**src/rtl/imem_dmem_port_arbiter_pkg.sv**
```systemverilog
// Shared types and constants for the unified imem/dmem port arbiter.
package imem_dmem_port_arbiter_pkg;

    // Default number of consecutive lost cycles before a pending fetch is forced through
    localparam int unsigned ARB_STARVE_LIMIT_DEFAULT = 4;
    // Counter width covers the full legal limit range 1..15
    localparam int unsigned ARB_STARVE_CNT_W         = 4;
    // Width of the address carried in the muxed request (widest requester address)
    localparam int unsigned ARB_REQ_ADDR_W           = 64;

    // Owner of the access whose read data returns this cycle
    typedef enum logic [1:0] {
        ARB_IDLE    = 2'd0,
        ARB_RESP_IF = 2'd1,
        ARB_RESP_D  = 2'd2
    } arb_state_e;

    // Request presented to the unified memory after the grant mux
    typedef struct packed {
        logic [ARB_REQ_ADDR_W-1:0] addr;
        logic                      wen;
        logic [63:0]               wdata;
        logic [7:0]                byte_en;
    } mem_req_t;

endpackage

```
**src/rtl/imem_dmem_port_arbiter_starve_counter.sv**
```systemverilog
// Saturating count of cycles a pending fetch has lost arbitration, plus its limit compare.
module imem_dmem_port_arbiter_starve_counter
    import imem_dmem_port_arbiter_pkg::*;
#(
    parameter int unsigned STARVE_LIMIT = ARB_STARVE_LIMIT_DEFAULT
) (
    input  logic                        clk,
    input  logic                        rst_n,
    input  logic                        if_req_i,
    input  logic                        if_gnt_i,
    output logic                        at_limit_o,
    output logic [ARB_STARVE_CNT_W-1:0] cnt_o
);

    localparam logic [ARB_STARVE_CNT_W-1:0] Limit = ARB_STARVE_CNT_W'(STARVE_LIMIT);

    logic [ARB_STARVE_CNT_W-1:0] cnt_d, cnt_q;

    // Count lost fetch cycles; any fetch win or idle fetch port restarts the count
    always_comb begin
        cnt_d = cnt_q;
        if (!if_req_i || if_gnt_i) begin
            cnt_d = '0;
        end else if (cnt_q != Limit) begin
            cnt_d = cnt_q + ARB_STARVE_CNT_W'(1);
        end
    end

    // Counter state
    always_ff @(posedge clk or negedge rst_n) begin
        if (!rst_n) begin
            cnt_q <= '0;
        end else begin
            cnt_q <= cnt_d;
        end
    end

    assign at_limit_o = (cnt_q == Limit);
    assign cnt_o      = cnt_q;

endmodule

```
**src/rtl/imem_dmem_port_arbiter.sv**
```systemverilog
// Arbitrates the fetch and data ports onto one single-ported synchronous-read memory.
// Data wins by default; a starved fetch is forced through after STARVE_LIMIT losses.
module imem_dmem_port_arbiter
    import imem_dmem_port_arbiter_pkg::*;
#(
    parameter int unsigned ADDR_W       = 64,
    parameter int unsigned MEM_AW       = 13,
    parameter int unsigned STARVE_LIMIT = ARB_STARVE_LIMIT_DEFAULT
) (
    input  logic              clk,
    input  logic              rst_n,
    input  logic              if_req_i,
    input  logic [ADDR_W-1:0] if_addr_i,
    output logic              if_gnt_o,
    output logic              if_rvalid_o,
    output logic [31:0]       if_rdata_o,
    input  logic              d_req_i,
    input  logic [ADDR_W-1:0] d_addr_i,
    input  logic              d_wen_i,
    input  logic [63:0]       d_wdata_i,
    input  logic [7:0]        d_byte_en_i,
    output logic              d_gnt_o,
    output logic              d_rvalid_o,
    output logic [63:0]       d_rdata_o,
    output logic              mem_en_o,
    output logic [MEM_AW-1:0] mem_addr_o,
    output logic              mem_wen_o,
    output logic [63:0]       mem_wdata_o,
    output logic [7:0]        mem_byte_en_o,
    input  logic [63:0]       mem_rdata_i
);

    logic                        if_gnt, d_gnt;
    logic                        starve_at_limit;
    logic [ARB_STARVE_CNT_W-1:0] starve_cnt;
    mem_req_t                    mem_req;
    arb_state_e                  state_q;
    logic                        sel_hi_q;
    logic                        resp_wen_q;

    imem_dmem_port_arbiter_starve_counter #(
        .STARVE_LIMIT (STARVE_LIMIT)
    ) u_starve (
        .clk        (clk),
        .rst_n      (rst_n),
        .if_req_i   (if_req_i),
        .if_gnt_i   (if_gnt),
        .at_limit_o (starve_at_limit),
        .cnt_o      (starve_cnt)
    );

    // Grant: data first unless a fetch has hit the starvation limit; no grant while in reset
    always_comb begin
        d_gnt  = 1'b0;
        if_gnt = 1'b0;
        if (rst_n) begin
            if (d_req_i && !(if_req_i && starve_at_limit)) begin
                d_gnt = 1'b1;
            end else if (if_req_i) begin
                if_gnt = 1'b1;
            end
        end
    end

    // Route the winning requester onto the memory port; all fields idle at zero
    always_comb begin
        mem_req = '0;
        if (d_gnt) begin
            mem_req.addr    = ARB_REQ_ADDR_W'(d_addr_i);
            mem_req.wen     = d_wen_i;
            mem_req.wdata   = d_wdata_i;
            mem_req.byte_en = d_wen_i ? d_byte_en_i : 8'h00;
        end else if (if_gnt) begin
            mem_req.addr = ARB_REQ_ADDR_W'(if_addr_i);
        end
    end

    // High address bits wrap away and the byte offset is never forwarded
    logic unused_addr_bits;
    assign unused_addr_bits = ^{mem_req.addr[ARB_REQ_ADDR_W-1:MEM_AW], mem_req.addr[2:0]};

    assign if_gnt_o      = if_gnt;
    assign d_gnt_o       = d_gnt;
    assign mem_en_o      = if_gnt | d_gnt;
    assign mem_addr_o    = {mem_req.addr[MEM_AW-1:3], 3'b000};
    assign mem_wen_o     = mem_req.wen;
    assign mem_wdata_o   = mem_req.wdata;
    assign mem_byte_en_o = mem_req.byte_en;

    // Response FSM: remember who owns the read data arriving next cycle
    always_ff @(posedge clk or negedge rst_n) begin
        if (!rst_n) begin
            state_q    <= ARB_IDLE;
            sel_hi_q   <= 1'b0;
            resp_wen_q <= 1'b0;
        end else begin
            if (d_gnt) begin
                state_q    <= ARB_RESP_D;
                resp_wen_q <= d_wen_i;
            end else if (if_gnt) begin
                state_q  <= ARB_RESP_IF;
                sel_hi_q <= if_addr_i[2];
            end else begin
                state_q <= ARB_IDLE;
            end
        end
    end

    // Steer memory read data to the owner; a store only gets an acknowledge with zero data
    always_comb begin
        if_rvalid_o = 1'b0;
        if_rdata_o  = '0;
        d_rvalid_o  = 1'b0;
        d_rdata_o   = '0;
        unique case (state_q)
            ARB_RESP_IF: begin
                if_rvalid_o = 1'b1;
                if_rdata_o  = sel_hi_q ? mem_rdata_i[63:32] : mem_rdata_i[31:0];
            end
            ARB_RESP_D: begin
                d_rvalid_o = 1'b1;
                d_rdata_o  = resp_wen_q ? 64'h0 : mem_rdata_i;
            end
            default: ;
        endcase
    end

endmodule

```
**config.mk**
```make
export PLATFORM = sky130hd
export DESIGN_NAME = imem_dmem_port_arbiter
export DESIGN_NICKNAME = d
export VERILOG_FILES = /design/src/rtl/imem_dmem_port_arbiter_pkg.sv /design/src/rtl/imem_dmem_port_arbiter_starve_counter.sv /design/src/rtl/imem_dmem_port_arbiter.sv
export SDC_FILE = /design/constraint.sdc
export NUM_CORES = 1
export LEC_CHECK = 0
export ABC_AREA = 0
export CAP_MARGIN = 20
export CORE_AREA = 2 2 179 181
export CTS_CLUSTER_SIZE = 14
export DETAILED_ROUTE_END_ITERATION = 6
export DIE_AREA = 0 0 181 183
export GPL_ROUTABILITY_DRIVEN = 0
export HOLD_SLACK_MARGIN = 0.08
export PLACE_DENSITY_LB_ADDON = 0.12
export SETUP_SLACK_MARGIN = 0.4
export SKIP_CTS_REPAIR_TIMING = 1
export SLEW_MARGIN = 20
export SYNTH_ARGS = -nofsm -noshare
export SYNTH_HDL_FRONTEND = slang
export SYNTH_HIERARCHICAL = 1
export SYNTH_SLANG_ARGS = --single-unit
```
**constraint.sdc**
```tcl
create_clock -name clk -period 2.3 [get_ports clk]
set_input_delay 0.46 -clock clk [delete_from_list [all_inputs] [get_ports clk]]
set_output_delay 0.46 -clock clk [all_outputs]
set_load 0.01 [all_outputs]
```
# Word level (Yosys, flattened, before mapping)
# Cells that the tools add are included.
word_totals:
  regBits: 8
  word_cells: 37
  output_inout_bits: 187
op_classes:
  mux: 19
  eq_ne: 4
  bitwise: 2
  n_reduce_logical: 7
  n_addsub: 1
ops:
  columns: ["operator", "count"]
  rows:
  - ["2-to-1 mux 64 bit", 2]
  - ["2-to-1 mux 73 bit", 1]
  - ["2-to-1 mux 32 bit", 2]
  - ["2-to-1 mux 13 bit", 2]
  - ["2-to-1 mux 1 bit", 8]
  - ["2-to-1 mux 4 bit", 2]
  - ["2-to-1 mux 8 bit", 1]
  - ["adder 4 x 1 -> 4 bit, second input constant", 1]
  - ["equality test 4 x 3 -> 1 bit, second input constant", 1]
  - ["inequality test 4 x 3 -> 1 bit, second input constant", 1]
  - ["equality test 2 x 1 -> 1 bit, second input constant", 1]
  - ["equality test 2 bit, second input constant", 1]
  - ["logical AND 1 bit", 2]
  - ["zero test 1 bit", 2]
  - ["2-to-1 mux 2 bit", 1]
  - ["AND reduction 2 bit", 1]
  - ["nonzero test 2 bit", 1]
  - ["logical OR 1 bit", 1]
  - ["inverter 1 bit", 1]
  - ["OR 1 bit", 1]

# Depth between registers and ports, before layout
depth:
  depth_word: 8
  ltp_mapped: 8
  ltp_nobuf: 7

# Hierarchy
# Netlist, hierarchy kept.
by_module_without_submodules:
  columns: ["mod", "n_inst", "area_each_um2", "cells_each"]
  rows:
  - ["imem_dmem_port_arbiter", 1, 1935.6, 287]
  - ["imem_dmem_port_arbiter_starve_counter", 1, 217.7, 20]

# Worst setup path after synthesis
# No wires, ideal clock.
synth_path:
  path_type: "reg-to-output"
  from: "register u_starve.cnt_q[0] (netlist: u_starve/cnt_o[0])"
  to: "output port mem_byte_en_o[0]"
  required_time_ps: 1840
  arrival_time_ps: 1622
  stages_incl_launch_ff: 9
  setup_slack_ps: 218
  path_cell_list: "dfrtp_1 inv_1 ha_1 nand3b_2 clkinv_1 a21boi_2 and3_1 buf_2 and2_1"
synth_between:
  elab_chain_cells: 7
synth_rtl:
  columns: ["item", "line", "rtl"]
  rows:
  - ["start: declaration", "imem_dmem_port_arbiter_starve_counter.sv:17", "logic [ARB_STARVE_CNT_W-1:0] cnt_d, cnt_q;"]
  - ["start signal: assignment", "imem_dmem_port_arbiter_starve_counter.sv:34", "cnt_q <= cnt_d;"]
  - ["equality test 4 x 3 -> 1 bit", "imem_dmem_port_arbiter_starve_counter.sv:38", "assign at_limit_o = (cnt_q == Limit);"]
  - ["net starve_at_limit", "imem_dmem_port_arbiter.sv:34", "logic starve_at_limit;"]
  - ["logical AND 1 bit", "imem_dmem_port_arbiter.sv:57", "if (d_req_i && !(if_req_i && starve_at_limit)) begin"]
  - ["zero test 1 bit", "imem_dmem_port_arbiter.sv:57", null]
  - ["logical AND 1 bit", "imem_dmem_port_arbiter.sv:57", null]
  - ["2-to-1 mux 1 bit", "imem_dmem_port_arbiter.sv:57", null]
  - ["2-to-1 mux 1 bit", "imem_dmem_port_arbiter.sv:56", "if (rst_n) begin"]
  - ["2-to-1 mux 73 bit", "imem_dmem_port_arbiter.sv:68", "if (d_gnt) begin"]
  - ["end: declaration", "imem_dmem_port_arbiter.sv:29", "output logic [7:0] mem_byte_en_o,"]
# The timed path passes the listed nets, and every way through them passes these cells.

# Worst setup path after layout
layout_path:
  from: "register u_starve.cnt_q[0] (netlist: u_starve/cnt_o[0])"
  to: "output port mem_wdata_o[49]"
layout_between:
  elab_chain_cells: 7
layout_rtl:
  columns: ["item", "line", "rtl"]
  rows:
  - ["equality test 4 x 3 -> 1 bit", "imem_dmem_port_arbiter_starve_counter.sv:38", null]
  - ["net starve_at_limit", "imem_dmem_port_arbiter.sv:34", null]
  - ["logical AND 1 bit", "imem_dmem_port_arbiter.sv:57", null]
  - ["zero test 1 bit", "imem_dmem_port_arbiter.sv:57", null]
  - ["logical AND 1 bit", "imem_dmem_port_arbiter.sv:57", null]
  - ["2-to-1 mux 1 bit", "imem_dmem_port_arbiter.sv:57", null]
  - ["2-to-1 mux 1 bit", "imem_dmem_port_arbiter.sv:56", null]
  - ["2-to-1 mux 73 bit", "imem_dmem_port_arbiter.sv:68", null]
  - ["end: declaration", "imem_dmem_port_arbiter.sv:28", "output logic [63:0] mem_wdata_o,"]
# The timed path passes the listed nets, and every way through them passes these cells.

==> flow_metrics.tcl <==
set metrics [dict create \
    setup.worst_path.end_class "output port" \
    final_util_pct 23.07 \
    nets 985 \
    die_area_um2 33120 \
    max-cap-violations 0 \
    fin_crit_ns 2.440 \
    slowest_stage "dfrtp_1" \
    hold_viol_final 0 \
    slowest_delay_ns 0.36 \
    leakage_nw 4.025 \
    clock_latency_ns 0.23 \
    clock-sinks 8 \
    violations "setup timing" \
    grt_pass1_wl_um 20410 \
    avgSynthCellArea_um2 7.014 \
    port_buffers 345 \
    cts_tree "built" \
    rsz0062_at_grt "true" \
    clk_path_buf_depth 2 \
    first_pass_iters 4 \
    cts_made_buffers 3 \
    worstSetupPathType "register to output port" \
    grt_pass1_vias 3711 \
    via_per_inst 3.420 \
    post-place-cells 1044 \
    fmax_mhz 409.9 \
    clk_pin_slew_ns 0.04 \
    synth-edff-count 0 \
    syn-instance-count 307 \
    cp_num_buf_inv 7 \
    rows 65 \
    slew_viol_final 0 \
    antenna_found_initial 1 \
    synth_warnings 6 \
    synth_area_leaders "and2_1 21%, and3_1 19%, mux2i_1 15%" \
    critPathMaxFanout 8 \
    cp-start-kind "register" \
    synth_cell_type_count 32 \
    cts_root_buffer "clkbuf_16" \
    yosysTopAreaCell "and2_1" \
    worstPathCellList "inv_2 > ha_4 > nand3b_4 > clkinv_4 > a21boi_4 > buf_12 > buf_6 > buf_12 > clkbuf_16 > and3_1 > buf_2" \
    finalSetupViolCount 51 \
    async_flop_share_pct 100.0 \
    wl_per_cell_um 15.14 \
    period_share_pct 106.1 \
    worst_slack_ns -0.1395 \
    grt_max_degree 65 \
    ys.flop_type "dfrtp_1" \
    initial_core_util_pct 6.895 \
    gr-total-overflow 0 \
    yosysSeqAreaShare_pct 9.297 \
    boundaryPins 456 \
    ys_seq_elements 8 \
    area_growth_syn_to_layout_pct 234.6 \
    cp.required_ns 1.84 \
    netlist_area_um2 2153 \
    cp_data_arrival_time_ns 1.98 \
    final.fill_count 3430 \
    status "finished, violations left" \
    layout-drive-gt1-share_pct 46.84 \
    ant_nets 0 \
    vias 3817 \
    min_path_type "input port to asynchronous set/reset pin" \
    crit_family "buffers and inverters" \
    grt_use_total_pct 7.773 \
    instances_no_fill 1116 \
    post-route-drc-count 0 \
    dp_hpwl_um 11670 \
    core_um2 31230 \
    die_x_um 181 \
    fp.dieH_um 183 \
    cp_common_cell "buf_12" \
    drt_iter0_markers 53 \
    fin_skew_ns 0.003342 \
    power_density_nw_per_um2 275.1 \
    peakVddDrop_v 0.0001338 \
    whs_ns 0.4961 \
    cts.htree.levels 1 \
    wirelength_um 16890 \
    yosysTopAreaCellShare_pct 20.63 \
]
==> sequential cells by signal, indices dropped and copies added, names as in the netlist <==
signal          count
u_starve/cnt_o      4
sel_hi_q            1
state_q             2
resp_wen_q          1
==> kinds of logic after synthesis <==
logic type	share of synthesized area [%]
multiplexers	16.56
buffers and inverters	13.71
flip-flops	9.297
AO/OA/AOI/OAI	5.346
other	0.1742
XOR/XNOR	1.220
adder cells (fa/ha/maj)	1.162
AND/OR/NAND/NOR	52.53
==> stage by stage <==
| stage | TNS, ns | cell area, um^2 | total power, mW | setup slack, ns |
|---|---|---|---|---|
| 2_1_floorplan | 0 | 2247 | 0.6704 | 0.4088 |
| 3_3_place_gp | -33.86 | 6171 | 1.331 | -0.4571 |
| 3_5_place_dp | -33.49 | 6171 | 1.332 | -0.4613 |
| 4_1_cts | -35.71 | 6250 | 1.642 | -0.4609 |
| 5_1_grt | -9.161 | 7202 | 2.108 | -0.2255 |
| 6_report | -4.763 | 7204 | 1.982 | -0.1395 |
==> cell type report <==
cell class                      count  area, um^2  area share, %
Antenna cell                        1       2.502        0.03473
Tap cell                          402       503.0          6.982
Sequential cell                     8       201.4          2.796
Inverter                            5       23.77         0.3300
Clock buffer                        4       78.83          1.094
Timing Repair Buffer              435        4372          60.68
Multi-Input combinational cell    261        2023          28.08
==> cells in the mapped netlist, drive strengths merged, types with 2 or more instances <==
| cell | number |
|---|---|
| buf | 28 |
| mux2 | 2 |
| nand2 | 22 |
| xnor2 | 2 |
| clkbuf | 8 |
| o211a | 2 |
| dfrtp | 8 |
| nand2b | 2 |
| and3 | 66 |
| ha | 2 |
| and2 | 72 |
| inv | 4 |
| nor2 | 34 |
| mux2i | 33 |
| o22ai | 10 |
==> worst register-to-register path, stage by stage, from the launching register on <==
cell	delay, ns
dfrtp_1	0.36
inv_2	0.05
ha_4	0.16
nand3b_4	0.09
clkinv_4	0.07
a21boi_4	0.23
buf_12	0.13
buf_6	0.09
buf_4	0.10
and2_4	0.15
buf_4	0.10
buf_4	0.10
mux2_4	0.28
==> layer usage <==
layer	part of all wire [%]	GRT usage, %
met3	12	4.011
met4	1.4	1.756
met1	33	6.955
met5	0	0
met2	54	15.38
==> cells in the final DEF (no fill, tap or decap), types with 2 or more instances in the layout <==
cell type | netlist | layout
clkdlybuf4s50_1 | 0 | 159
buf_6 | 14 | 92
buf_4 | 7 | 50
and2_4 | 1 | 42
buf_2 | 7 | 40
dlymetal6s2s_1 | 0 | 39
and3_4 | 0 | 37
nor2_1 | 34 | 34
mux2i_1 | 33 | 33
and2_1 | 71 | 30
and3_1 | 66 | 29
clkbuf_2 | 1 | 29
nand2_1 | 22 | 20
clkbuf_16 | 0 | 12
buf_12 | 0 | 11
o22ai_1 | 10 | 10
dfrtp_1 | 8 | 7
buf_8 | 0 | 6
nand2_4 | 0 | 3
conb_1 | 1 | 3
inv_1 | 4 | 2
o211a_1 | 2 | 2
nand2b_1 | 2 | 2
inv_2 | 0 | 2
xnor2_1 | 2 | 2
==> worst paths after layout <==
path	start	end	slack, ns	cells past startpoint
setup / recovery	u_starve/cnt_o[0]	mem_wdata_o[49]	-0.14	11
hold / removal	rst_n	state_q[1]	0.50	4
setup reg to reg	u_starve/cnt_o[0]	resp_wen_q	0.26	12
hold reg to reg	resp_wen_q	resp_wen_q	0.51	1
max in group asynchronous	rst_n	sel_hi_q	1.66	4
min in group clk	resp_wen_q	resp_wen_q	0.51	1
==> where the power goes <==
| part | leakage, nW | internal (mW) | switching (mW) |
|---|---|---|---|
| Combinational | 3.88 | 0.942 | 0.561 |
| Sequential | 0.103 | 0.159 | 0.0199 |
| Clock | 0.0382 | 0.231 | 0.0685 |
Note: power is estimated with default switching activity, not from simulation.
